## src/rtl/i2c_line_cond.sv

```systemverilog
// SCL/SDA input conditioning: synchronise, spike-filter, then derive edge/START/STOP/busy/timeout.
// Latency pin->level SYNC_STAGES+max(filt_len_i,1) cycles, events one cycle later; no backpressure.

module i2c_line_filt #(
  parameter int SYNC_STAGES = 2,
  parameter int FILT_W      = 4
) (
  input  logic              i2c_core_clk,
  input  logic              i2c_reset_n,
  input  logic              line_i,
  input  logic [FILT_W-1:0] lim_i,
  output logic              line_f_o
);

  logic [SYNC_STAGES-1:0] sync_q;
  logic [FILT_W-1:0]      cnt;
  logic                   s_line;

  assign s_line = sync_q[SYNC_STAGES-1];

  // >= rather than == so a shortened filt_len_i takes effect on the next differing cycle
  always_ff @(posedge i2c_core_clk or negedge i2c_reset_n) begin
    if (!i2c_reset_n) begin
      sync_q   <= '1;
      cnt      <= '0;
      line_f_o <= 1'b1;
    end else begin
      sync_q <= {sync_q[SYNC_STAGES-2:0], line_i};
      if (s_line == line_f_o) begin
        cnt <= '0;
      end else if (cnt >= lim_i) begin
        line_f_o <= s_line;
        cnt      <= '0;
      end else begin
        cnt <= cnt + 1'b1;
      end
    end
  end

endmodule

module i2c_line_cond #(
  parameter int SYNC_STAGES = 2,
  parameter int FILT_W      = 4,
  parameter int TO_W        = 16
) (
  input  logic              i2c_core_clk,
  input  logic              i2c_reset_n,
  input  logic              scl_i,
  input  logic              sda_i,
  input  logic [FILT_W-1:0] filt_len_i,
  input  logic              to_en_i,
  output logic              scl_f_o,
  output logic              sda_f_o,
  output logic              scl_rise_o,
  output logic              scl_fall_o,
  output logic              start_o,
  output logic              stop_o,
  output logic              bus_busy_o,
  output logic              scl_to_o
);

  localparam logic [TO_W-1:0] TO_MAX  = '1;
  localparam logic [TO_W-1:0] TO_NEAR = TO_MAX - 1'b1;

  logic [FILT_W-1:0] lim;
  logic              scl_p;
  logic              sda_p;
  logic              start_c;
  logic              stop_c;
  logic [TO_W-1:0]   tcnt;

  // filt_len_i of 0 is treated as 1: terminal count L-1 floors at 0
  always_comb begin
    lim = '0;
    if (filt_len_i != '0) lim = filt_len_i - 1'b1;
  end

  i2c_line_filt #(
    .SYNC_STAGES (SYNC_STAGES),
    .FILT_W      (FILT_W)
  ) u_scl_filt (
    .i2c_core_clk (i2c_core_clk),
    .i2c_reset_n  (i2c_reset_n),
    .line_i       (scl_i),
    .lim_i        (lim),
    .line_f_o     (scl_f_o)
  );

  i2c_line_filt #(
    .SYNC_STAGES (SYNC_STAGES),
    .FILT_W      (FILT_W)
  ) u_sda_filt (
    .i2c_core_clk (i2c_core_clk),
    .i2c_reset_n  (i2c_reset_n),
    .line_i       (sda_i),
    .lim_i        (lim),
    .line_f_o     (sda_f_o)
  );

  // SCL stable high across both samples excludes simultaneous SCL/SDA changes
  assign start_c = scl_p & scl_f_o & sda_p & ~sda_f_o;
  assign stop_c  = scl_p & scl_f_o & ~sda_p & sda_f_o;

  always_ff @(posedge i2c_core_clk or negedge i2c_reset_n) begin
    if (!i2c_reset_n) begin
      scl_p      <= 1'b1;
      sda_p      <= 1'b1;
      scl_rise_o <= 1'b0;
      scl_fall_o <= 1'b0;
      start_o    <= 1'b0;
      stop_o     <= 1'b0;
      bus_busy_o <= 1'b0;
    end else begin
      scl_p      <= scl_f_o;
      sda_p      <= sda_f_o;
      scl_rise_o <= scl_f_o & ~scl_p;
      scl_fall_o <= ~scl_f_o & scl_p;
      start_o    <= start_c;
      stop_o     <= stop_c;
      bus_busy_o <= start_c | (bus_busy_o & ~stop_c);
    end
  end

  // Pulse only on the 14->15 style transition, so saturation never re-fires
  always_ff @(posedge i2c_core_clk or negedge i2c_reset_n) begin
    if (!i2c_reset_n) begin
      tcnt     <= '0;
      scl_to_o <= 1'b0;
    end else if (!to_en_i || scl_f_o) begin
      tcnt     <= '0;
      scl_to_o <= 1'b0;
    end else begin
      if (tcnt != TO_MAX) tcnt <= tcnt + 1'b1;
      scl_to_o <= (tcnt == TO_NEAR);
    end
  end

endmodule

```

## config.mk

```make
export PLATFORM = sky130hd
export DESIGN_NAME = i2c_line_cond
export DESIGN_NICKNAME = d
export VERILOG_FILES = /design/src/rtl/i2c_line_cond.sv
export SDC_FILE = /design/constraint.sdc
export NUM_CORES = 1
export LEC_CHECK = 0
export ABC_AREA = 0
export BUFFER_PORTS_ARGS = -buffer_cell sky130_fd_sc_hd__buf_4
export CORE_MARGIN = 5
export CORE_UTILIZATION = 35
export CTS_CLUSTER_SIZE = 30
export DETAILED_ROUTE_END_ITERATION = 12
export GPL_TIMING_DRIVEN = 1
export HOLD_SLACK_MARGIN = 0.02
export PLACE_DENSITY_LB_ADDON = 0.05
export SLEW_MARGIN = 15
export SYNTH_ARGS = -nofsm -noshare
export SYNTH_HDL_FRONTEND = slang
export SYNTH_HIERARCHICAL = 1
export SYNTH_SLANG_ARGS = --single-unit
```

## constraint.sdc

```tcl
create_clock -name i2c_core_clk -period 2 [get_ports i2c_core_clk]
set_input_delay 0.4 -clock i2c_core_clk [delete_from_list [all_inputs] [get_ports i2c_core_clk]]
set_output_delay 0.4 -clock i2c_core_clk [all_outputs]
set_load 0.005 [all_outputs]
```

# Word level (Yosys, flattened, before mapping)
# Cells that the tools add are included.
dict set report word_totals {
  latchBits 0
  mem_count 0
  reg_bits 38
  wordCells 55
  ramBits 0
  out_inout_bits 8
  rom_bits 0
}
dict set report classes {
  muxes 8
  bitwise 16
  n_mul 0
  reduce_logical 6
  n_lt_le_gt_ge 2
  eq_ne 4
  n_div 0
  n_addsub 4
  shifts 0
}
# op n
set ops {}
lappend ops {{16-bit two-way mux} 2}
lappend ops {{4-bit two-way mux} 5}
lappend ops {{16-bit by 1-bit adder with 16-bit output (second input constant)} 1}
lappend ops {{16-bit == test (second input constant)} 1}
lappend ops {{16-bit inequality test (second input constant)} 1}
lappend ops {{4-bit by 1-bit adder with 4-bit output (second input constant)} 2}
lappend ops {{1-bit AND} 8}
lappend ops {{4-bit >= comparator} 2}
lappend ops {{1-bit inverter} 7}
lappend ops {{2-bit AND reduction} 2}
lappend ops {{4-bit nonzero test} 1}
lappend ops {{4-bit by 1-bit subtractor with 4-bit output (second input constant)} 1}
lappend ops {{1-bit == test} 2}
lappend ops {{2-bit nonzero test} 1}
lappend ops {{1-bit zero test} 1}
lappend ops {{1-bit logical OR} 1}
lappend ops {{1-bit two-way mux} 1}
lappend ops {{1-bit OR} 1}

# Longest topological paths before layout
# Gate-level depths: netlist of the first run.
dict set report logic_depth {
  ltp_word 6
  depth_mapped 9
  depth_no_buf 9
}

# Hierarchy
# The synthesis of the first run kept the hierarchy.
# module area_each_um2 seq_area_each_um2 n_inst cells_per_inst
set modules_own_cells {}
lappend modules_own_cells {i2c_line_cond 1222.4 603.1 1 123}
lappend modules_own_cells {i2c_line_filt 382.9 178.9 2 32}

# Worst setup path after synthesis of the first run
# Ideal clock, no wire load.
dict set report synth_timing {
  kind {in2reg}
  from {input port filt_len_i[2]}
  to {register u_scl_filt.line_f_o}
  stages 7
  setup_time_ps 82
  slack_ps 132
  t_arrival_ps 1786
  required_ps 1918
  path_cell_list {nor3_1 -> nor2_1 -> ha_1 -> nand2b_4 -> a2111oi_4 -> nor2_1 -> mux2_4}
}
dict set report synth_between {
  elab_chain_len 4
}
# item line_no
set synth_lines {}
lappend synth_lines {{from (decl)} 51} ;# input logic [FILT_W-1:0] filt_len_i,
lappend synth_lines {{4-bit nonzero test} 76} ;# if (filt_len_i != '0) lim = filt_len_i - 1'b1;
lappend synth_lines {{4-bit two-way mux} 76}
lappend synth_lines {{named net lim[0]} 66} ;# logic [FILT_W-1:0] lim;
lappend synth_lines {{4-bit >= comparator} 31} ;# end else if (cnt >= lim_i) begin
lappend synth_lines {{2-bit AND reduction (no source line)} n/a}
lappend synth_lines {{to (signal assigned)} 32} ;# line_f_o <= s_line;
lappend synth_lines {{to (decl)} 12} ;# output logic line_f_o
# The timed path passes the listed nets, and every way through them passes these cells.
# A chain may end at the register's enable or synchronous reset.

# Worst setup path after layout of the first run
dict set report layout_timing {
  from {register tcnt[13]}
  to {register tcnt[9]}
}
dict set report layout_between {
  elab_chain_len 2
}
# item line_no
set layout_lines {}
lappend layout_lines {{from (decl)} 71} ;# logic [TO_W-1:0] tcnt;
lappend layout_lines {{from (signal assigned)} 134} ;# if (tcnt != TO_MAX) tcnt <= tcnt + 1'b1;
lappend layout_lines {{16-bit inequality test} 134}
lappend layout_lines {{2-bit nonzero test (no source line)} n/a}
# Every way passes these cells.

==> results of run 1 <==
[metrics by stage]
step                area [sq um]  TNS (ns)  worst slack, ns  hold WS [ns]  total power, uW
CTS                         2390         0            0.187        0.0848             2310
finish                      2390         0            0.189        0.0678             2260
global placement            2300    -0.346          -0.0684         0.347             1730
global route                2390         0           0.0786         0.109             2410
detailed placement          2300    -0.589           -0.112         0.349             1750
floorplan                   1990         0            0.132         0.104             1470
[final cells by class]
class / instances / area, sq um
tap: 72 / 90.1
sequential: 38 / 961
inverter: 14 / 52.6
clock buffer: 7 / 86.3
fill: 542 / 3110
multi-input combinational: 133 / 966
clock inverter: 1 / 5.00
timing repair buffer: 31 / 233
[cells by family after synthesis]
logic type | after synthesis | share of synthesized area, %
DFF | 38 | 48.3
muxes | 3 | 2.01
AOI/OAI and AO/OA | 33 | 13.7
adders and majority gates | 12 | 7.55
buffers and inverters | 16 | 3.08
and+or+nand+nor | 75 | 21.0
xor gates and xnor gates | 10 | 4.41
[flip-flops by register name, indices dropped and copies added, names as in the netlist, 2 cells and up]
register,flops
tcnt,16
u_scl_filt/sync_q,2
u_sda_filt/cnt,4
u_scl_filt/cnt,4
u_sda_filt/sync_q,2
[power by group]
part	total, uW	switching, uW	internal [uW]
clock network	536	258	278
registers	1060	122	939
logic	666	305	361
total	2260	685	1580
[worst max-delay path by stage]
stage	startpoint	end	slack, ns	depth (start not counted)
3_5_place_dp	filt_len_i[2]	u_sda_filt/line_f_o	-0.11	8
6_report	tcnt[13]	tcnt[9]	0.19	4
4_1_cts	tcnt[13]	tcnt[9]	0.19	4
5_1_grt	filt_len_i[0]	u_sda_filt/cnt[3]	0.08	11
2_1_floorplan	filt_len_i[2]	u_scl_filt/line_f_o	0.13	7
3_3_place_gp	filt_len_i[2]	u_scl_filt/line_f_o	-0.07	8
[Yosys cell counts, drive strengths merged]
cell type  count  area (sq um)
dfstp          8           210
o41ai          2          17.5
o211a          1          10.0
nand2         10          37.5
nand2b         3          33.8
o211ai         2          15.0
a21oi          4          20.0
xnor2          3          26.3
o21ai          7          35.0
o21a           3          22.5
nor2          25          93.8
a31o           1          8.76
or4            1          7.51
nor4           3          18.8
a41o           2          21.3
nor3b          3          22.5
buf            1          5.00
ha            12           150
mux2           2          30.0
and2           1          6.26
o21bai         1          7.51
mux2i          1          10.0
inv           14          52.6
clkbuf         1          3.75
nor2b          3          18.8
xor2           7          61.3
a31oi          4          25.0
nand4          6          58.8
a211oi         1          7.51
dfrtp         30           751
and4           2          17.5
nor3           7          35.0
a2111oi        2          55.1
o311ai         2          17.5
o31a           1          8.76
nand3          7          40.0
and3           4          26.3
[routing by layer]
layer,up-vias,track usage [%],part of all wire [%]
li1,741,-,-
met1,730,14.1,43
met2,17,22.2,52
met3,9,3.20,2.9
met4,0,5.32,2.1
met5,-,0,0
==> results.toml, run 1 <==
[status]
outcome = "finished, final reports clean"

[placement]
dp_hpwl_um = 3000
routabilityCongestion = 0.821
io_buffers = 16
dp.cells = 288

[sta]
setup_violations = 0
skew_ns = 0.00308
period_needed_ns = 1.81
hold_viol = 0
tightestPinTransition_ns = 0.476
maxSlewViolCount = 0
max_freq_ghz = 0.552
timing.final.crit_share_pct = 90.6
relSlewSlack_pct = 68.0
rsz0062_at_grt = "no"

[logic_synthesis]
syn_inst = 187
ys_ff_latch = 38
netlist_area_sq_um = 1990
yosysWarnings = 6
synth.distinct_cells = 44
syn_nets = 208
synth.avg_cell_area_sq_um = 10.6
ys_seq_area_share_pct = 48.3

[finish]
final_common_cell = "buf_4"
fin_nets = 244
final_util_pct = 43.5
num_antenna_cells = 0
stdcell_count = 296
final_cell_mix = "buf_4, dfrtp_1, nor2_1, inv_1, ha_1"
area_growth_pct = 20.4
layout-drive-gt1-share_pct = 25.4

[critical_path]
cp.arrival_ns = 2.03
setup.worst_path.start_class = "flip-flop"
crit_chain = "nand4_4 -> or4_1 -> a31oi_1 -> a41o_1"
crit_buf_inv = 0
reg2reg_slack_ns = 0.19
setup.worst_path.class = "flip-flop to flip-flop"
cp.required_ns = 2.22
worstSetupEndpointType = "flip-flop"
path_delay_family = "simple AND/OR/NAND/NOR gates"
r2r-start = "tcnt[13]"
crit_path_max_fanout = 10
slowest_delay_ns = 0.70
r2r-end = "tcnt[9]"
worstRegToRegCells = 4
cp_slowest_cell = "or4_1"

[power]
power_leakage_uw = 0.00112
vdd_drop_max_mv = 0.407
powerDensity_nw_per_um2 = 945

[drt]
wl_um = 4040
drc = 0
routedWlPerCell_um = 13.7
viasPerCell = 5.06
vias = 1497
first_iter_violations = 22
first_pass_iters = 4
ant_nets = 0

[global_route]
grt_pass1_wl_um = 7410
grt_pass1_vias = 1631
grt_max_degree = 39
track_usage_pct = 12.5
antenna_found_initial = 0
grt_overflow = 0

[clocking]
cts_buffer_depth = 2
clk_pin_slew_ns = 0.07
clock_latency_ns = 0.29
cts_tree = "built"
cts_max_level = 2
clock_sinks = 38
cts-root-buf = "clkbuf_8"
cts-hold-fix-buffers = 0
cts_resized = 0
cts_setup_buffers = 0
cts_buffers = 5

[die]
rows = 27
die_w_um = 85.4
die_area_sq_um = 7290
core_area_sq_um = 5510
fp.dieH_um = 85.4
start_util_pct = 36.1
num_io_pins = 17

[hold_path]
hp-class = "primary input to asynchronous set/reset pin"

[run]
max_cap_violations = 0
Power figures use the tool's default switching activity.
==> inputs of run 2 (changes only) <==
==> constraint.sdc (replaced) <==
create_clock -name i2c_core_clk -period 1.5 [get_ports i2c_core_clk]
set_input_delay 0.3 -clock i2c_core_clk [delete_from_list [all_inputs] [get_ports i2c_core_clk]]
set_output_delay 0.3 -clock i2c_core_clk [all_outputs]
set_load 0.005 [all_outputs]
==> run 2 against run 1 <==
  * The run now ends with negative setup slack left
  * Wire length rose by 8.8%
  * Cell area rose by 17%
  * Fmax rose by 11%
  * Highest routed layer unchanged
  * Sequential power rose by 33%
==> results.toml, run 2 (synthesis results as in run 1) <==
[global_route]
grt_overflow = 0
antenna_found_initial = 0
track_usage_pct = 12.7
grt_max_degree = 39
grt_pass1_wl_um = 7490
grt_pass1_vias = 1645

[power]
powerDensity_nw_per_um2 = 1140
power_leakage_uw = 0.00128
vdd_drop_max_mv = 0.387

[drt]
wl_met3_um = 154
wl_met2_um = 2250
vias = 1605
viasPerCell = 5.05
first_pass_iters = 4
drc = 0
top_layer_used = "met4"
first_iter_violations = 71
routedWlPerCell_um = 13.8
ant_nets = 0
wl_um = 4400
met1_length_um = 1940

[placement]
dp_slack_ns = -0.440
dp_hpwl_um = 3120
io_buffers = 16
routabilityCongestion = 0.826
place_area_sq_um = 2490

[clocking]
clock_sinks = 38
clock_latency_ns = 0.29
cts_buffer_depth = 2
clk_pin_slew_ns = 0.07
cts-root-buf = "clkbuf_8"
cts_tree = "built"
cts_buffers = 5
cts_max_level = 2

[sta]
max_freq_ghz = 0.613
relSlewSlack_pct = 66.0
skew_ns = 0.00379
setup_slack_ns = -0.131
maxSlewViolCount = 0
hold_viol = 0
setup_violations = 12
tightestPinTransition_ns = 0.509
rsz0062_at_grt = "yes"
timing.final.crit_share_pct = 109
period_needed_ns = 1.63

[status]
violations = "negative setup slack"
outcome = "complete, but fails checks"

[finish]
final_common_cell = "buf_4"
fin_nets = 266
area_growth_pct = 40.3
layout-drive-gt1-share_pct = 43.9
final_area_sq_um = 2790
largest_reg_flops = 16
final_cell_mix = "buf_4, dfrtp_1, nor2_1, inv_1, nand2_1"
top_register = "tcnt"
num_antenna_cells = 0
top_regs = "tcnt: 16 flops, u_scl_filt/cnt: 4 flops, u_sda_filt/cnt: 4 flops"

[run]
max_cap_violations = 0

[critical_path]
setup.worst_path.class = "flip-flop to flip-flop"
path_delay_family = "compound AO/OA/AOI/OAI gates"
crit_path_max_fanout = 2
reg2reg_slack_ns = -0.13
cp.required_ns = 1.72
crit_chain = "inv_1 -> ha_1 -> nand2b_4 -> a2111oi_4 -> nor2_2 -> mux2_4"
cp.arrival_ns = 1.85
crit_buf_inv = 1
cp_slowest_cell = "a2111oi_4"
worstSetupEndpointType = "flip-flop"
setup.worst_path.start_class = "flip-flop"
slowest_delay_ns = 0.38

[hold_path]
hp-class = "primary input to flip-flop"

[die]
rows = 27
die_w_um = 85.4
die_area_sq_um = 7290
num_io_pins = 17
fp.dieH_um = 85.4
core_area_sq_um = 5510
start_util_pct = 36.1
## run 2: cell count changes in the layout (fill, tap and decap cells not counted), moves of 3 or more
cell	previous run	this run
buf_4	31	48
buf_6	0	4
nor2_1	25	21
nor3_1	7	3
ha_1	12	9
ha_4	0	3
nor4_1	3	0
nor4_2	0	3
o21ai_0	5	2
## run 2: metal layers
layer  vias to the layer above  global-route usage [%]
li1                        785                       -
met1                       794                    15.8
met2                        21                    20.9
met3                         5                    3.79
met4                         0                    4.32
met5                         -                       0
## run 2: metrics by stage
| stage | instances | TNS [ns] | power, uW | util [%] | hold WS (ns) |
|---|---|---|---|---|---|
| 5_1_grt | 318 | -2.18 | 3410 | 50.6 | 0.0970 |
| 2_1_floorplan | 187 | -1.16 | 2000 | - | 0.00441 |
| 4_1_cts | 317 | -0.806 | 3160 | 48.3 | 0.108 |
| 6_report | 318 | -1.02 | 3190 | 50.6 | 0.113 |
| 3_5_place_dp | 305 | -4.22 | 2410 | 45.1 | 0.304 |
| 3_3_place_gp | 305 | -3.54 | 2390 | 45.1 | 0.287 |
## run 2: worst paths after layout
kind,startpoint,to,depth (start not counted)
max,u_sda_filt/cnt[0],u_sda_filt/line_f_o,6
min,scl_i,u_scl_filt/sync_q[0],1
max reg2reg,u_sda_filt/cnt[0],u_sda_filt/line_f_o,6
min reg2reg,u_sda_filt/sync_q[0],u_sda_filt/sync_q[1],0
max in group asynchronous,i2c_reset_n,u_sda_filt/sync_q[1],2
min in group asynchronous,i2c_reset_n,tcnt[3],2
## run 2: area by class of cell
cell class	count	area, sq um
fill	508	2720
multi-input combinational	133	1180
sequential	38	963
timing repair buffer	53	415
tap	72	90.1
clock buffer	7	86.3
inverter	14	52.6
clock inverter	1	5.00
## run 2: worst reg2reg max path: cells and delay by family, from the launching register on
| family | cells | cell delay, ns |
|---|---|---|
| flip-flops | 1 | 0.35 |
| AND/OR/NAND/NOR | 2 | 0.21 |
| AO/OA/AOI/OAI | 1 | 0.38 |
| adder cells (fa/ha/maj) | 1 | 0.27 |
| multiplexers | 1 | 0.30 |
| buffers and inverters | 1 | 0.05 |
## run 2: report_power, final
group,total (uW),internal [uW],switching [uW]
sequential,1410,1250,154
combinational,1060,581,476
clock,724,371,353
## run 2: repair_timing
| item | in CTS | in global routing |
|---|---|---|
| hold buffers | 1 | 0 |
| resized for setup | 14 | 26 |
| pin swaps | 6 | 12 |
| setup endpoints to repair | 20 | 26 |
| setup buffers | 3 | 2 |
| hold endpoints to repair | 30 | 0 |
| cloned | 0 | 0 |
==> inputs of run 3 (changes only) <==
--- a/config.mk
+++ b/config.mk
@@ -6,7 +6,7 @@
 export NUM_CORES = 1
 export LEC_CHECK = 0
 export ABC_AREA = 0
-export BUFFER_PORTS_ARGS = -buffer_cell sky130_fd_sc_hd__buf_4
+export BUFFER_PORTS_ARGS = -buffer_cell sky130_fd_sc_hd__buf_2
 export CORE_MARGIN = 5
 export CORE_UTILIZATION = 35
 export CTS_CLUSTER_SIZE = 30
==> run 3 against run 2 <==
  * Sequential power barely moved
  * Cell count rose by 1.9%
  * Global-route usage increased by 0.35 points
  * Highest routed layer unchanged
  * Wire length increased by 4.8%
  * The flow still finishes with violations (negative setup slack)
  * Sequential cell count unchanged
  * Sequential share of layout area fell by 0.26 points
  * Utilization rose by 0.32 points
  * Worst setup slack improved by 0.012 ns
  * Clock skew is 0.0022 ns higher
  * Largest power group unchanged
  * Clock-buffer cell count shrank 1
  * Critical endpoint is now u_scl_filt/line_f_o
  * First-iteration DRC count fell by 27%
  * Total power is 0.25% higher
==> results.toml, run 3 (synthesis results as in run 1) <==
[die]
die_w_um = 85.4
start_util_pct = 36.1
die_area_sq_um = 7290
rows = 27
fp.dieH_um = 85.4
core_area_sq_um = 5510
num_io_pins = 17

[power]
power_leakage_uw = 0.00130
powerDensity_nw_per_um2 = 1140
vdd_drop_max_mv = 0.476

[sta]
tns_ns = -0.593
rsz0062_at_grt = "yes"
maxSlewViolCount = 0
skew_ns = 0.00596
setup_violations = 12
tightestPinTransition_ns = 0.484
period_needed_ns = 1.62
hold_viol = 0
timing.final.crit_share_pct = 108
max_freq_ghz = 0.618
setup_slack_ns = -0.119
relSlewSlack_pct = 67.7

[global_route]
antenna_found_initial = 0
grt_overflow = 0
grt_pass1_wl_um = 7740
track_usage_pct = 13.0
grt_max_degree = 39
grt_pass1_vias = 1678

[finish]
final_cell_mix = "buf_4, dfrtp_1, nor2_1, buf_2, inv_1"
area_growth_pct = 41.2
fin_nets = 272
final_common_cell = "buf_4"
final_util_pct = 51.0
stdcell_count = 324
top_register = "tcnt"
top_regs = "tcnt: 16 flops, u_scl_filt/cnt: 4 flops, u_sda_filt/cnt: 4 flops"
largest_reg_flops = 16
num_antenna_cells = 0
layout-drive-gt1-share_pct = 45.2

[drt]
first_iter_violations = 52
ant_nets = 0
vias = 1640
drc = 0
routedWlPerCell_um = 14.2
first_pass_iters = 4
wl_um = 4610
viasPerCell = 5.06

[critical_path]
worstSetupEndpointType = "flip-flop"
reg2reg_slack_ns = -0.10
worstRegToRegCells = 6
cp.arrival_ns = 1.84
crit_path_max_fanout = 3
setup.worst_path.class = "primary input to flip-flop"
setup.worst_path.start_class = "primary input"
crit_end = "u_scl_filt/line_f_o"
cp.required_ns = 1.72
r2r-start = "tcnt[0]"
setup.worst_path.start = "filt_len_i[1]"
r2r-end = "tcnt[9]"

[clocking]
cts_max_level = 2
cts_tree = "built"
cts_buffer_depth = 2
cts-root-buf = "clkbuf_8"
clk_pin_slew_ns = 0.07
clock_latency_ns = 0.29
cts_buffers = 5
clock_sinks = 38

[hold_path]
hp-class = "primary input to flip-flop"
hp-start = "scl_i"

[run]
max_cap_violations = 0

[placement]
dp.cells = 309
dp_slack_ns = -0.424
routabilityCongestion = 0.825
dp_hpwl_um = 3260
io_buffers = 16

[status]
outcome = "complete, but fails checks"
violations = "negative setup slack"
==> run 3: worst min-delay path by stage <==
stage,cells past startpoint,end
6_report,1,u_scl_filt/sync_q[0]
5_1_grt,1,u_sda_filt/sync_q[0]
4_1_cts,1,u_scl_filt/sync_q[0]
2_1_floorplan,0,bus_busy_o
3_5_place_dp,2,tcnt[0]
3_3_place_gp,2,scl_to_o
==> run 3: worst max-delay path, stage by stage <==
cell and delay (ns):
buf_2 0.13, nor2_2 0.13, o21ai_1 0.08, nand2_1 0.11
inv_1 0.08, ha_4 0.24, a2111oi_4 0.36, nor2_1 0.11
mux2_4 0.30
==> run 3: stage by stage <==
stage          hold WS, ns  cell area [sq um]  total power, uW
4_1_cts              0.101               2650             3150
6_report             0.112               2810             3200
5_1_grt             0.0967               2810             3440
2_1_floorplan      0.00441               2050             2000
3_5_place_dp         0.282               2490             2400
3_3_place_gp         0.277               2490             2370
==> run 3: where the power goes <==
group | internal [uW] | switching (uW)
sequential | 1250 | 138
clock | 322 | 342
combinational | 626 | 516
==> run 3: layer usage <==
metal / vias up / routed length (um) / GRT usage (%)
li1: 800 / - / -
met1: 816 / 1920 / 15.2
met2: 17 / 2480 / 23.2
met3: 7 / 131 / 3.59
met4: 0 / 72 / 3.88
met5: - / 0 / 0
==> run 3: what timing repair did <==
action	4_1_cts	5_1_grt
buffers inserted	1	5
pin swaps	8	12
cloned	0	0
hold buffers	1	0
endpoints found under the hold margin	30	0
gates resized for setup	15	26
endpoints found under the setup margin	17	24
==> run 3: final cells by class <==
class,count,area (sq um)
multi-input combinational,133,1170
inverter,14,52.6
sequential,38,962
timing repair buffer,59,444
clock inverter,2,10.0
fill,515,2700
tap,72,90.1
clock buffer,6,72.6
